## config.mk

```make
export PLATFORM = sky130hd
export DESIGN_NAME = sram_arbiter
export DESIGN_NICKNAME = d
export VERILOG_FILES = /design/src/rtl/sram_arbiter.sv
export SDC_FILE = /design/constraint.sdc
export NUM_CORES = 1
export LEC_CHECK = 0
export ABC_AREA = 1
export ABC_CLOCK_PERIOD_IN_PS = 6300
export CORE_MARGIN = 8
export CORE_UTILIZATION = 45
export CTS_CLUSTER_DIAMETER = 150
export DETAILED_ROUTE_END_ITERATION = 10
export DONT_BUFFER_PORTS = 1
export HOLD_SLACK_MARGIN = 0.02
export PLACE_DENSITY = 0.7
export SLEW_MARGIN = 20
export SYNTH_ARGS = -nofsm -noshare
export SYNTH_HDL_FRONTEND = slang
export SYNTH_SLANG_ARGS = --single-unit
```

## constraint.sdc

```tcl
create_clock -name clk -period 6.3 [get_ports clk]
set_clock_uncertainty 0.2 [all_clocks]
set_input_delay 1.26 -clock clk [delete_from_list [all_inputs] [get_ports clk]]
set_output_delay 1.26 -clock clk [all_outputs]
set_load 0.02 [all_outputs]
```

## src/rtl/sram_arbiter.sv

```systemverilog
`default_nettype none
// ============================================================================
// Module   : sram_arbiter
// Brief    : Two-port (fetch / load-store) arbiter and sequencer in front of
//            the 32-bit-over-16-bit SRAM controller. Optional round-robin tie
//            breaking via macro SRAM_ARB_ROUND_ROBIN_EN (default: port 0 wins).
// Revision : 1.0 - initial release
// ============================================================================
module sram_arbiter #(
  parameter int ADDR_W = 18,
  parameter int DATA_W = 32
) (
  input  logic              clk,
  input  logic              rst,
  input  logic              p0_req,
  input  logic              p0_we,
  input  logic [ADDR_W-1:0] p0_addr,
  input  logic [DATA_W-1:0] p0_wdata,
  output logic [DATA_W-1:0] p0_rdata,
  output logic              p0_ready,
  input  logic              p1_req,
  input  logic              p1_we,
  input  logic [ADDR_W-1:0] p1_addr,
  input  logic [DATA_W-1:0] p1_wdata,
  output logic [DATA_W-1:0] p1_rdata,
  output logic              p1_ready,
  output logic              ctrl_read,
  output logic              ctrl_write,
  output logic [ADDR_W-1:0] ctrl_addr,
  output logic [DATA_W-1:0] ctrl_wdata,
  input  logic [DATA_W-1:0] ctrl_rdata,
  input  logic              ctrl_busy
);

  typedef enum logic [1:0] {
    S_IDLE  = 2'd0,
    S_ISSUE = 2'd1,
    S_WAIT  = 2'd2,
    S_DONE  = 2'd3
  } state_t;

  state_t            r_state;
  logic              r_last_grant;
  logic              r_grant;
  logic              r_we;
  logic [ADDR_W-1:0] r_addr;
  logic [DATA_W-1:0] r_wdata;
  logic [DATA_W-1:0] r_p0_rdata;
  logic [DATA_W-1:0] r_p1_rdata;
  logic              r_p0_ready;
  logic              r_p1_ready;

  logic              w_pick;
  logic              w_active;

  // Winner id, only meaningful while in IDLE with at least one request.
  always_comb begin
    w_pick = 1'b0;
    if (p0_req && p1_req) begin
`ifdef SRAM_ARB_ROUND_ROBIN_EN
      w_pick = ~r_last_grant;
`else
      w_pick = 1'b0;
`endif
    end else if (p1_req) begin
      w_pick = 1'b1;
    end
  end

`ifndef SRAM_ARB_ROUND_ROBIN_EN
  logic w_unused_last_grant;
  assign w_unused_last_grant = r_last_grant;
`endif

  always_ff @(posedge clk or posedge rst) begin
    if (rst) begin
      r_state      <= S_IDLE;
      r_last_grant <= 1'b1;
      r_grant      <= 1'b0;
      r_we         <= 1'b0;
      r_addr       <= '0;
      r_wdata      <= '0;
      r_p0_rdata   <= '0;
      r_p1_rdata   <= '0;
      r_p0_ready   <= 1'b0;
      r_p1_ready   <= 1'b0;
    end else begin
      r_p0_ready <= 1'b0;
      r_p1_ready <= 1'b0;
      case (r_state)
        S_IDLE: begin
          if (p0_req || p1_req) begin
            r_grant <= w_pick;
            r_we    <= w_pick ? p1_we    : p0_we;
            r_addr  <= w_pick ? p1_addr  : p0_addr;
            r_wdata <= w_pick ? p1_wdata : p0_wdata;
            r_state <= S_ISSUE;
          end
        end
        S_ISSUE: r_state <= S_WAIT;
        S_WAIT: begin
          if (!ctrl_busy) begin
            if (!r_we) begin
              if (r_grant) r_p1_rdata <= ctrl_rdata;
              else         r_p0_rdata <= ctrl_rdata;
            end
            if (r_grant) r_p1_ready <= 1'b1;
            else         r_p0_ready <= 1'b1;
            r_state <= S_DONE;
          end
        end
        S_DONE: begin
          r_last_grant <= r_grant;
          r_state      <= S_IDLE;
        end
        default: r_state <= S_IDLE;
      endcase
    end
  end

  // Request drops in the very cycle busy falls, so the controller always
  // sees an idle cycle before the next operation can be issued.
  assign w_active   = (r_state == S_ISSUE) || ((r_state == S_WAIT) && ctrl_busy);
  assign ctrl_read  = w_active && !r_we;
  assign ctrl_write = w_active &&  r_we;
  assign ctrl_addr  = r_addr;
  assign ctrl_wdata = r_wdata;

  assign p0_rdata = r_p0_rdata;
  assign p1_rdata = r_p1_rdata;
  assign p0_ready = r_p0_ready;
  assign p1_ready = r_p1_ready;

endmodule
`default_nettype wire
```

==> flow_metrics.env, run 1 <==
export IMPL_status="completed"
export IMPL_rsz0062_at_grt="no"
export IMPL_dr_pass1_iters=5
export IMPL_final_antenna_net_count=0
export IMPL_die_area_um2=16300
export IMPL_yosysTopAreaCell="dfrtp_1"
export IMPL_syn_to_final_growth_pct=10.5
export IMPL_async_reset_ff_share_pct=100
export IMPL_ctsResizeCount=0
export IMPL_cts_buffer_depth=2
export IMPL_cp_end_kind="output port"
export IMPL_path_cells="nand2_1, a21boi_0"
export IMPL_cp_depth=2
export IMPL_hold_end="p0_ready"
export IMPL_place_hpwl_um=10600
export IMPL_grt_pass1_vias=4529
export IMPL_grtUsageTotal_pct=18.0
export IMPL_detail_route_vias_per_cell=5.00
export IMPL_synth_edf_count=0
export IMPL_hold_path_class="flop to flop"
export IMPL_grt_max_degree=65
export IMPL_powerDensity_nw_per_um2=545
export IMPL_max_slew_margin_pct=33.3
export IMPL_clock_sinks=120
export IMPL_core_area_um2=12100
export IMPL_antenna_found_initial=0
export IMPL_gp_congestion=0.772
export IMPL_hold_path_depth=1
export IMPL_peakVddDrop_v=0.000202
export IMPL_synth_cells=715
export IMPL_clkLatencyLatePin_ps=400
export IMPL_max_freq_mhz=289
export IMPL_synth_cell_area_um2=5610
export IMPL_vias=4402
export IMPL_rows=40
export IMPL_cts_buffers=17
export IMPL_yosys_warnings=0
export IMPL_first_iter_violations=263
export IMPL_synth_ff_type="dfrtp_1"
export IMPL_rr_startpoint="r_state[0]"
export IMPL_layout_nets=842
export IMPL_initial_core_util_pct=46.3
export IMPL_cp_slowest_cell="a21boi_0"
export IMPL_grt_pass1_wl_um=23100
export IMPL_r2r_end="p0_rdata[0]"
export IMPL_avgSynthCellArea_um2=7.84
export IMPL_critPathMaxStageDelay_ps=640
export IMPL_numPortBuffers=0
export IMPL_clk_pin_slew_ps=50
export IMPL_postCtsSetupBuffers=0
export IMPL_min_period_ps=3470
export IMPL_drc_errors=0
export IMPL_io_pin_count=257
export IMPL_grt_overflow=0
export IMPL_drive_gt1_share_pct=5.90
export IMPL_critPathBufInv=0
export IMPL_fin_crit_sh_pct=55.0
export IMPL_cts_tree="yes"
export IMPL_cts_root_buf="clkbuf_16"
export IMPL_worst_pin_slew_ps=997
export IMPL_ys_ff_latch=120
export IMPL_crit_family="compound AO/OA/AOI/OAI gates"
export IMPL_fin_util_pct=51.1
export IMPL_fin_setup_tns_ps=0
export IMPL_hold_viol_final=0
export IMPL_r2r_cells=6
export IMPL_ys_seq_area_share_pct=53.6
export IMPL_crit_type="primary input to output port"
export IMPL_synth_area_leaders="dfrtp_1 54%, nand2_1 15%, inv_1 9.6%"
export IMPL_hold_buffers=0
export IMPL_die_width_um=128
export IMPL_min_from="r_grant"
export IMPL_routedWlPerCell_um=16.6
export IMPL_h_tree_depth=4
export IMPL_synth_top_area_share_pct=53.6
export IMPL_synth_net_count=858
export IMPL_regToRegSetupSlack_ps=4050
export IMPL_start_kind="primary input"
export IMPL_die_h_um=128
export IMPL_slew_viol_final=0
export IMPL_required_ps=4840
export IMPL_critPathArrivalTime_ps=2010
export IMPL_yosys_top_cells_count="226 x nand2_1, 143 x inv_1, 120 x dfrtp_1"
export IMPL_worstPathMaxFanout=5
export IMPL_drt_total_wl_um=14700
export IMPL_synth_cell_type_count=23
export IMPL_finalSetupViolations=0
export IMPL_total_leakage_power_nw=3.52
export IMPL_synth_most_common_cell="nand2_1"
export IMPL_maxCapViolations=0
cells in the final DEF, fill, tap and decap left out, types with 2 or more instances in the layout:
cell type   instances
dfrtp_1           120
inv_1             142
o21ai_0            64
ha_1                4
nor2_2              2
nand2_1           226
clkinvlp_4          4
clkbuf_1            3
clkbuf_16          17
buf_4               2
nand2_2             2
clkinv_2            3
clkinv_4            3
nor2_1              4
nand3_1           104
sequential cells by signal, summed over array words and instances (netlist names):
register,flops
r_we,1
ctrl_addr,18
r_grant,1
p1_rdata,32
r_state,2
p0_rdata,32
p0_ready,1
ctrl_wdata,32
p1_ready,1
power breakdown:
part	total (mW)	internal [mW]	switching, mW
registers	1.83	1.12	0.713
clock network	0.884	0.551	0.333
logic	0.660	0.243	0.417
total	3.38	1.91	1.46
metrics by stage:
stage                     std cells  hold WS (ps)  total power, mW  setup slack (ps)  area (um^2)
final                           881           312             3.38              2830         6190
after detailed placement        847           301             2.51              2870         5610
after global routing            880           337             3.61              2720         6190
after CTS                       879           312             3.41              2830         6160
after floorplan                 715           263             2.28              1650         5610
after global placement          847           281             2.46              2880         5610
how the worst max path moves through the flow:
stage,endpoint,start,slack (ps)
2_1_floorplan,ctrl_addr[0],rst,1650
3_3_place_gp,ctrl_write,ctrl_busy,2880
3_5_place_dp,ctrl_write,ctrl_busy,2870
4_1_cts,ctrl_write,ctrl_busy,2830
5_1_grt,ctrl_write,r_state[0],2720
6_report,ctrl_write,ctrl_busy,2830
kinds of logic after synthesis:
group / Yosys count / share of synthesized area, %
and+or+nand+nor: 341 / 25.6
buffers and inverters: 182 / 13.6
DFF: 120 / 53.6
AOI/OAI and AO/OA: 68 / 6.32
adders and majority gates: 4 / 0.893
layout make-up:
type                    instances  area, um^2
flip-flops and latches        120        3000
well taps                     168         210
diodes                          1        2.50
clock inverters                11         101
clock buffers                  21         450
fillers                      1158        5920
inverters                     144         543
multi-input cells             413        1840
repair buffers                  3        42.5
routing by layer:
layer,vias to the layer above,track usage (%),wire length [um]
met4,0,9.09,362
met2,188,30.2,7420
met3,30,6.07,1190
met1,2048,19.9,5690
met5,-,0,0
li1,2136,-,-
Note: power is estimated with default switching activity, not from simulation.
==> run 2: changes to the inputs <==
--- a/config.mk
+++ b/config.mk
@@ -6,7 +6,7 @@
 export NUM_CORES = 1
 export LEC_CHECK = 0
 export ABC_AREA = 1
-export ABC_CLOCK_PERIOD_IN_PS = 6300
+export ABC_CLOCK_PERIOD_IN_PS = 3500
 export CORE_MARGIN = 8
 export CORE_UTILIZATION = 45
 export CTS_CLUSTER_DIAMETER = 150
==> constraint.sdc (replaced) <==
create_clock -name clk -period 3.5 [get_ports clk]
set_clock_uncertainty 0.2 [all_clocks]
set_input_delay 0.7 -clock clk [delete_from_list [all_inputs] [get_ports clk]]
set_output_delay 0.7 -clock clk [all_outputs]
set_load 0.02 [all_outputs]
==> flow_metrics.env, run 2 (synthesis results as in run 1) <==
export IMPL_finalSetupViolations=0
export IMPL_final_cells=885
export IMPL_vias=4446
export IMPL_clk_pin_slew_ps=60
export IMPL_crit_type="flop to output port"
export IMPL_path_cells="inv_1, ha_1, nand2_1, a21boi_0"
export IMPL_fin_util_pct=52.4
export IMPL_critPathArrivalTime_ps=1930
export IMPL_die_h_um=128
export IMPL_final_cell_mix="226 x nand2_1, 142 x inv_1, 120 x dfrtp_1, 104 x nand3_1, 64 x o21ai_0"
export IMPL_critPathBufInv=1
export IMPL_maxCapViolations=0
export IMPL_max_freq_mhz=354
export IMPL_powerDensity_nw_per_um2=1010
export IMPL_die_width_um=128
export IMPL_rsz0062_at_grt="no"
export IMPL_cts_root_buf="clkbuf_16"
export IMPL_first_iter_violations=316
export IMPL_h_tree_depth=4
export IMPL_initial_core_util_pct=46.3
export IMPL_grt_pass1_wl_um=22700
export IMPL_dpl_cell_count=851
export IMPL_worst_pin_slew_ps=977
export IMPL_required_ps=2600
export IMPL_cp_end_kind="output port"
export IMPL_antennaDiodeCount=0
export IMPL_clkLatencyLatePin_ps=410
export IMPL_drc_errors=0
export IMPL_cts_buffers=17
export IMPL_drive_gt1_share_pct=6.56
export IMPL_hold_path_class="primary input to flop"
export IMPL_fin_setup_tns_ps=0
export IMPL_die_area_um2=16300
export IMPL_numPortBuffers=0
export IMPL_io_pin_count=257
export IMPL_crit_family="compound AO/OA/AOI/OAI gates"
export IMPL_antenna_found_initial=0
export IMPL_critPathMaxStageDelay_ps=650
export IMPL_cp_slowest_cell="a21boi_0"
export IMPL_cts_buffer_depth=2
export IMPL_dr_pass1_iters=5
export IMPL_postCtsSetupBuffers=0
export IMPL_fin_crit_sh_pct=80.8
export IMPL_final_antenna_net_count=0
export IMPL_grt_overflow=0
export IMPL_rows=40
export IMPL_clock_sinks=120
export IMPL_place_hpwl_um=10800
export IMPL_worst_hold_slack_ps=254
export IMPL_cts_tree="yes"
export IMPL_start_kind="flop"
export IMPL_layout_nets=847
export IMPL_routedWlPerCell_um=16.6
export IMPL_syn_to_final_growth_pct=13.3
export IMPL_gp_congestion=0.801
export IMPL_status="completed"
export IMPL_total_leakage_power_nw=3.60
export IMPL_grtUsageTotal_pct=17.6
export IMPL_hold_viol_final=0
export IMPL_max_slew_margin_pct=34.6
export IMPL_core_area_um2=12100
export IMPL_grt_pass1_vias=4428
export IMPL_peakVddDrop_v=0.000396
export IMPL_slew_viol_final=0
export IMPL_drt_total_wl_um=14600
export IMPL_p_total_mw=6.38
export IMPL_detail_route_vias_per_cell=5.02
export IMPL_final_common_cell="nand2_1"
export IMPL_worstPathMaxFanout=5
export IMPL_min_period_ps=2830
export IMPL_grt_max_degree=65
## run 2: cell count changes in the layout (fill, tap and decap cells not counted), sizes merged, moves of 2 or more
cell    previous run  this run
clkbuf            21        19
bufinv             1         5
buf                3         7
inv              144       146
clkinv             6         3
## run 2: worst register-to-register path, stage by stage (launching register included)
cell     delay, ps
dfrtp_1        390
inv_1          110
ha_1           230
inv_1           70
nor2_2         130
nand2_2        560
o21ai_0        470
## run 2: power by group
group          internal, mW  total, mW  switching, mW  leakage (nW)
logic                 0.425       1.17          0.746          1.79
registers              2.02       3.30           1.29          1.50
clock network          1.27       1.91          0.636         0.309
total                  3.71       6.38           2.67          3.60
## run 2: repair_timing
item                      in CTS  in global routing
hold buffers                   0                  1
hold endpoints to repair       0                 14
gates resized for setup        0                  0
## run 2: final cells by class
type                       instances  area (um^2)
tap                              168          210
clock inverter                    13          218
fill                            1151         5760
multi-input combinational        413         1840
clock buffer                      19          433
inverter                         144          544
sequential                       120         3000
timing repair buffer               8          100
## run 2: stage by stage
| stage | setup slack, ps | area [um^2] |
|---|---|---|
| after floorplan | 1130 | 5610 |
| final | 671 | 6350 |
| after global placement | 1150 | 5670 |
| after CTS | 642 | 6320 |
| after detailed placement | 1090 | 5670 |
| after global routing | 581 | 6350 |
## run 2: routing by layer
layer	vias to the layer above	GRT usage [%]	part of all wire (%)
met3	22	6.03	8.6
li1	2136	-	-
met5	-	0	0
met4	0	8.53	2.2
met2	189	30.3	52
met1	2099	19.1	37
## run 2: path summary, 6_finish.rpt
path | endpoint | slack, ps | cells after the start | from
max | ctrl_write | 670 | 4 | r_state[0]
min | p1_rdata[23] | 250 | 2 | ctrl_rdata[23]
max reg2reg | p0_rdata[4] | 1230 | 6 | r_state[0]
min reg2reg | r_state[1] | 300 | 2 | r_state[1]
max in group asynchronous | p0_rdata[6] | 1730 | 4 | rst
min in group asynchronous | ctrl_addr[16] | 600 | 2 | rst
==> run 3: changes to the inputs <==
--- a/config.mk
+++ b/config.mk
@@ -6,7 +6,7 @@
 export NUM_CORES = 1
 export LEC_CHECK = 0
 export ABC_AREA = 1
-export ABC_CLOCK_PERIOD_IN_PS = 3500
+export ABC_CLOCK_PERIOD_IN_PS = 2950
 export CORE_MARGIN = 8
 export CORE_UTILIZATION = 45
 export CTS_CLUSTER_DIAMETER = 150
==> constraint.sdc (replaced) <==
create_clock -name clk -period 2.95 [get_ports clk]
set_clock_uncertainty 0.2 [all_clocks]
set_input_delay 0.59 -clock clk [delete_from_list [all_inputs] [get_ports clk]]
set_output_delay 0.59 -clock clk [all_outputs]
set_load 0.02 [all_outputs]
==> flow_metrics.env, run 3 (synthesis results as in run 1) <==
export IMPL_status="completed"
export IMPL_hold_path_class="primary input to flop"
export IMPL_grtUsageTotal_pct=17.7
export IMPL_final_cell_mix="226 x nand2_1, 142 x inv_1, 120 x dfrtp_1, 104 x nand3_1, 64 x o21ai_0"
export IMPL_die_h_um=128
export IMPL_grt_pass1_vias=4503
export IMPL_cts_tree="yes"
export IMPL_drt_total_wl_um=14600
export IMPL_place_ws_ps=739
export IMPL_max_freq_mhz=396
export IMPL_clkLatencyLatePin_ps=400
export IMPL_vias=4450
export IMPL_rsz0062_at_grt="no"
export IMPL_drive_gt1_share_pct=6.56
export IMPL_drc_errors=0
export IMPL_peakVddDrop_v=0.000498
export IMPL_core_area_um2=12100
export IMPL_cp_end_kind="output port"
export IMPL_gp_congestion=0.782
export IMPL_fin_crit_sh_pct=85.6
export IMPL_total_leakage_power_nw=3.56
export IMPL_powerDensity_nw_per_um2=1180
export IMPL_p_total_mw=7.39
export IMPL_first_iter_violations=340
export IMPL_route_met3_wl_um=1100
export IMPL_antenna_found_initial=0
export IMPL_initial_core_util_pct=46.3
export IMPL_highest_signal_layer="met4"
export IMPL_syn_to_final_growth_pct=12.1
export IMPL_maxCapViolations=0
export IMPL_place_hpwl_um=10700
export IMPL_rows=40
export IMPL_finalSetupViolations=0
export IMPL_required_ps=2160
export IMPL_met1_length_um=5530
export IMPL_wl_met2_um=7630
export IMPL_io_pin_count=257
export IMPL_regToRegSetupSlack_ps=720
export IMPL_detail_route_vias_per_cell=5.03
export IMPL_numPortBuffers=0
export IMPL_crit_type="flop to output port"
export IMPL_grt_pass1_wl_um=22900
export IMPL_critPathLaunch="r_state[0]"
export IMPL_rr_startpoint="r_state[0]"
export IMPL_cp_endpoint="ctrl_read"
export IMPL_layout_setup_ws_ps=423
export IMPL_grt_overflow=0
export IMPL_cts_buffer_depth=2
export IMPL_fin_setup_tns_ps=0
export IMPL_min_period_ps=2530
export IMPL_routedWlPerCell_um=16.5
export IMPL_antennaDiodeCount=0
export IMPL_cts_buffers=17
export IMPL_max_slew_margin_pct=33.6
export IMPL_postCtsSetupBuffers=0
export IMPL_cts_root_buf="clkbuf_16"
export IMPL_r2r_end="p1_rdata[18]"
export IMPL_hold_viol_final=0
export IMPL_dr_pass1_iters=4
export IMPL_die_width_um=128
export IMPL_grt_max_degree=65
export IMPL_clock_sinks=120
export IMPL_r2r_cells=7
export IMPL_slew_viol_final=0
export IMPL_die_area_um2=16300
export IMPL_layout_nets=846
export IMPL_worst_pin_slew_ps=993
export IMPL_worstPathMaxFanout=5
export IMPL_start_kind="flop"
export IMPL_critPathArrivalTime_ps=1740
export IMPL_clk_pin_slew_ps=60
export IMPL_final_antenna_net_count=0
export IMPL_h_tree_depth=4
export IMPL_final_common_cell="nand2_1"
[run 3: changes by cell type in the layout (fill, tap and decap cells not counted)]
cell        change
clkinv_4        -2
clkinvlp_4      +2
inv_8           +2
buf_4           -1
bufinv_16       -3
inv_6           +2
clkbuf_1        -1
[run 3: worst min-delay path by stage]
stage	end	cells past startpoint	from
3_5_place_dp	ctrl_addr[16]	1	rst
5_1_grt	p1_rdata[20]	2	ctrl_rdata[20]
2_1_floorplan	p0_ready	1	r_grant
4_1_cts	p0_rdata[0]	2	ctrl_rdata[0]
3_3_place_gp	ctrl_wdata[13]	1	rst
6_report	p0_rdata[26]	2	ctrl_rdata[26]
[run 3: worst max-delay path: stages, from the launching register on]
cell     delay [ps]
dfrtp_1         400
inv_1           110
ha_1            210
nand2_1         130
a21oi_1         490
[run 3: metal layers]
metal  vias to the layer above  track usage (%)
met5                         -                0
met4                         0             8.67
met3                        26             5.74
met2                       194             30.8
met1                      2091             19.1
li1                       2139                -
[run 3: area by class of cell]
cell class	instances	area (um^2)
multi-input cells	413	1840
well taps	168	210
flip-flops and latches	120	3000
repair buffers	7	92.6
fillers	1149	5830
clock buffers	18	429
inverters	144	544
clock inverters	14	165
[run 3: metrics by stage]
stage          std cells  hold WS [ps]  utilization, %  instance area (um^2)
6_report             884           143            51.9                  6290
5_1_grt              884           139            51.9                  6290
4_1_cts              884           126            51.9                  6290
3_5_place_dp         851           276            46.9                  5680
3_3_place_gp         851           276            46.9                  5680
2_1_floorplan        715           263               -                  5610
[run 3: report_power, final]
part | total, mW | switching, mW | internal (mW)
sequential | 3.92 | 1.52 | 2.39
clock | 2.07 | 0.802 | 1.27
combinational | 1.40 | 0.883 | 0.521
[run 3: repair_timing]
action,4_1_cts,5_1_grt
resized for setup,0,0
hold buffers,1,0
hold endpoints to repair,14,0
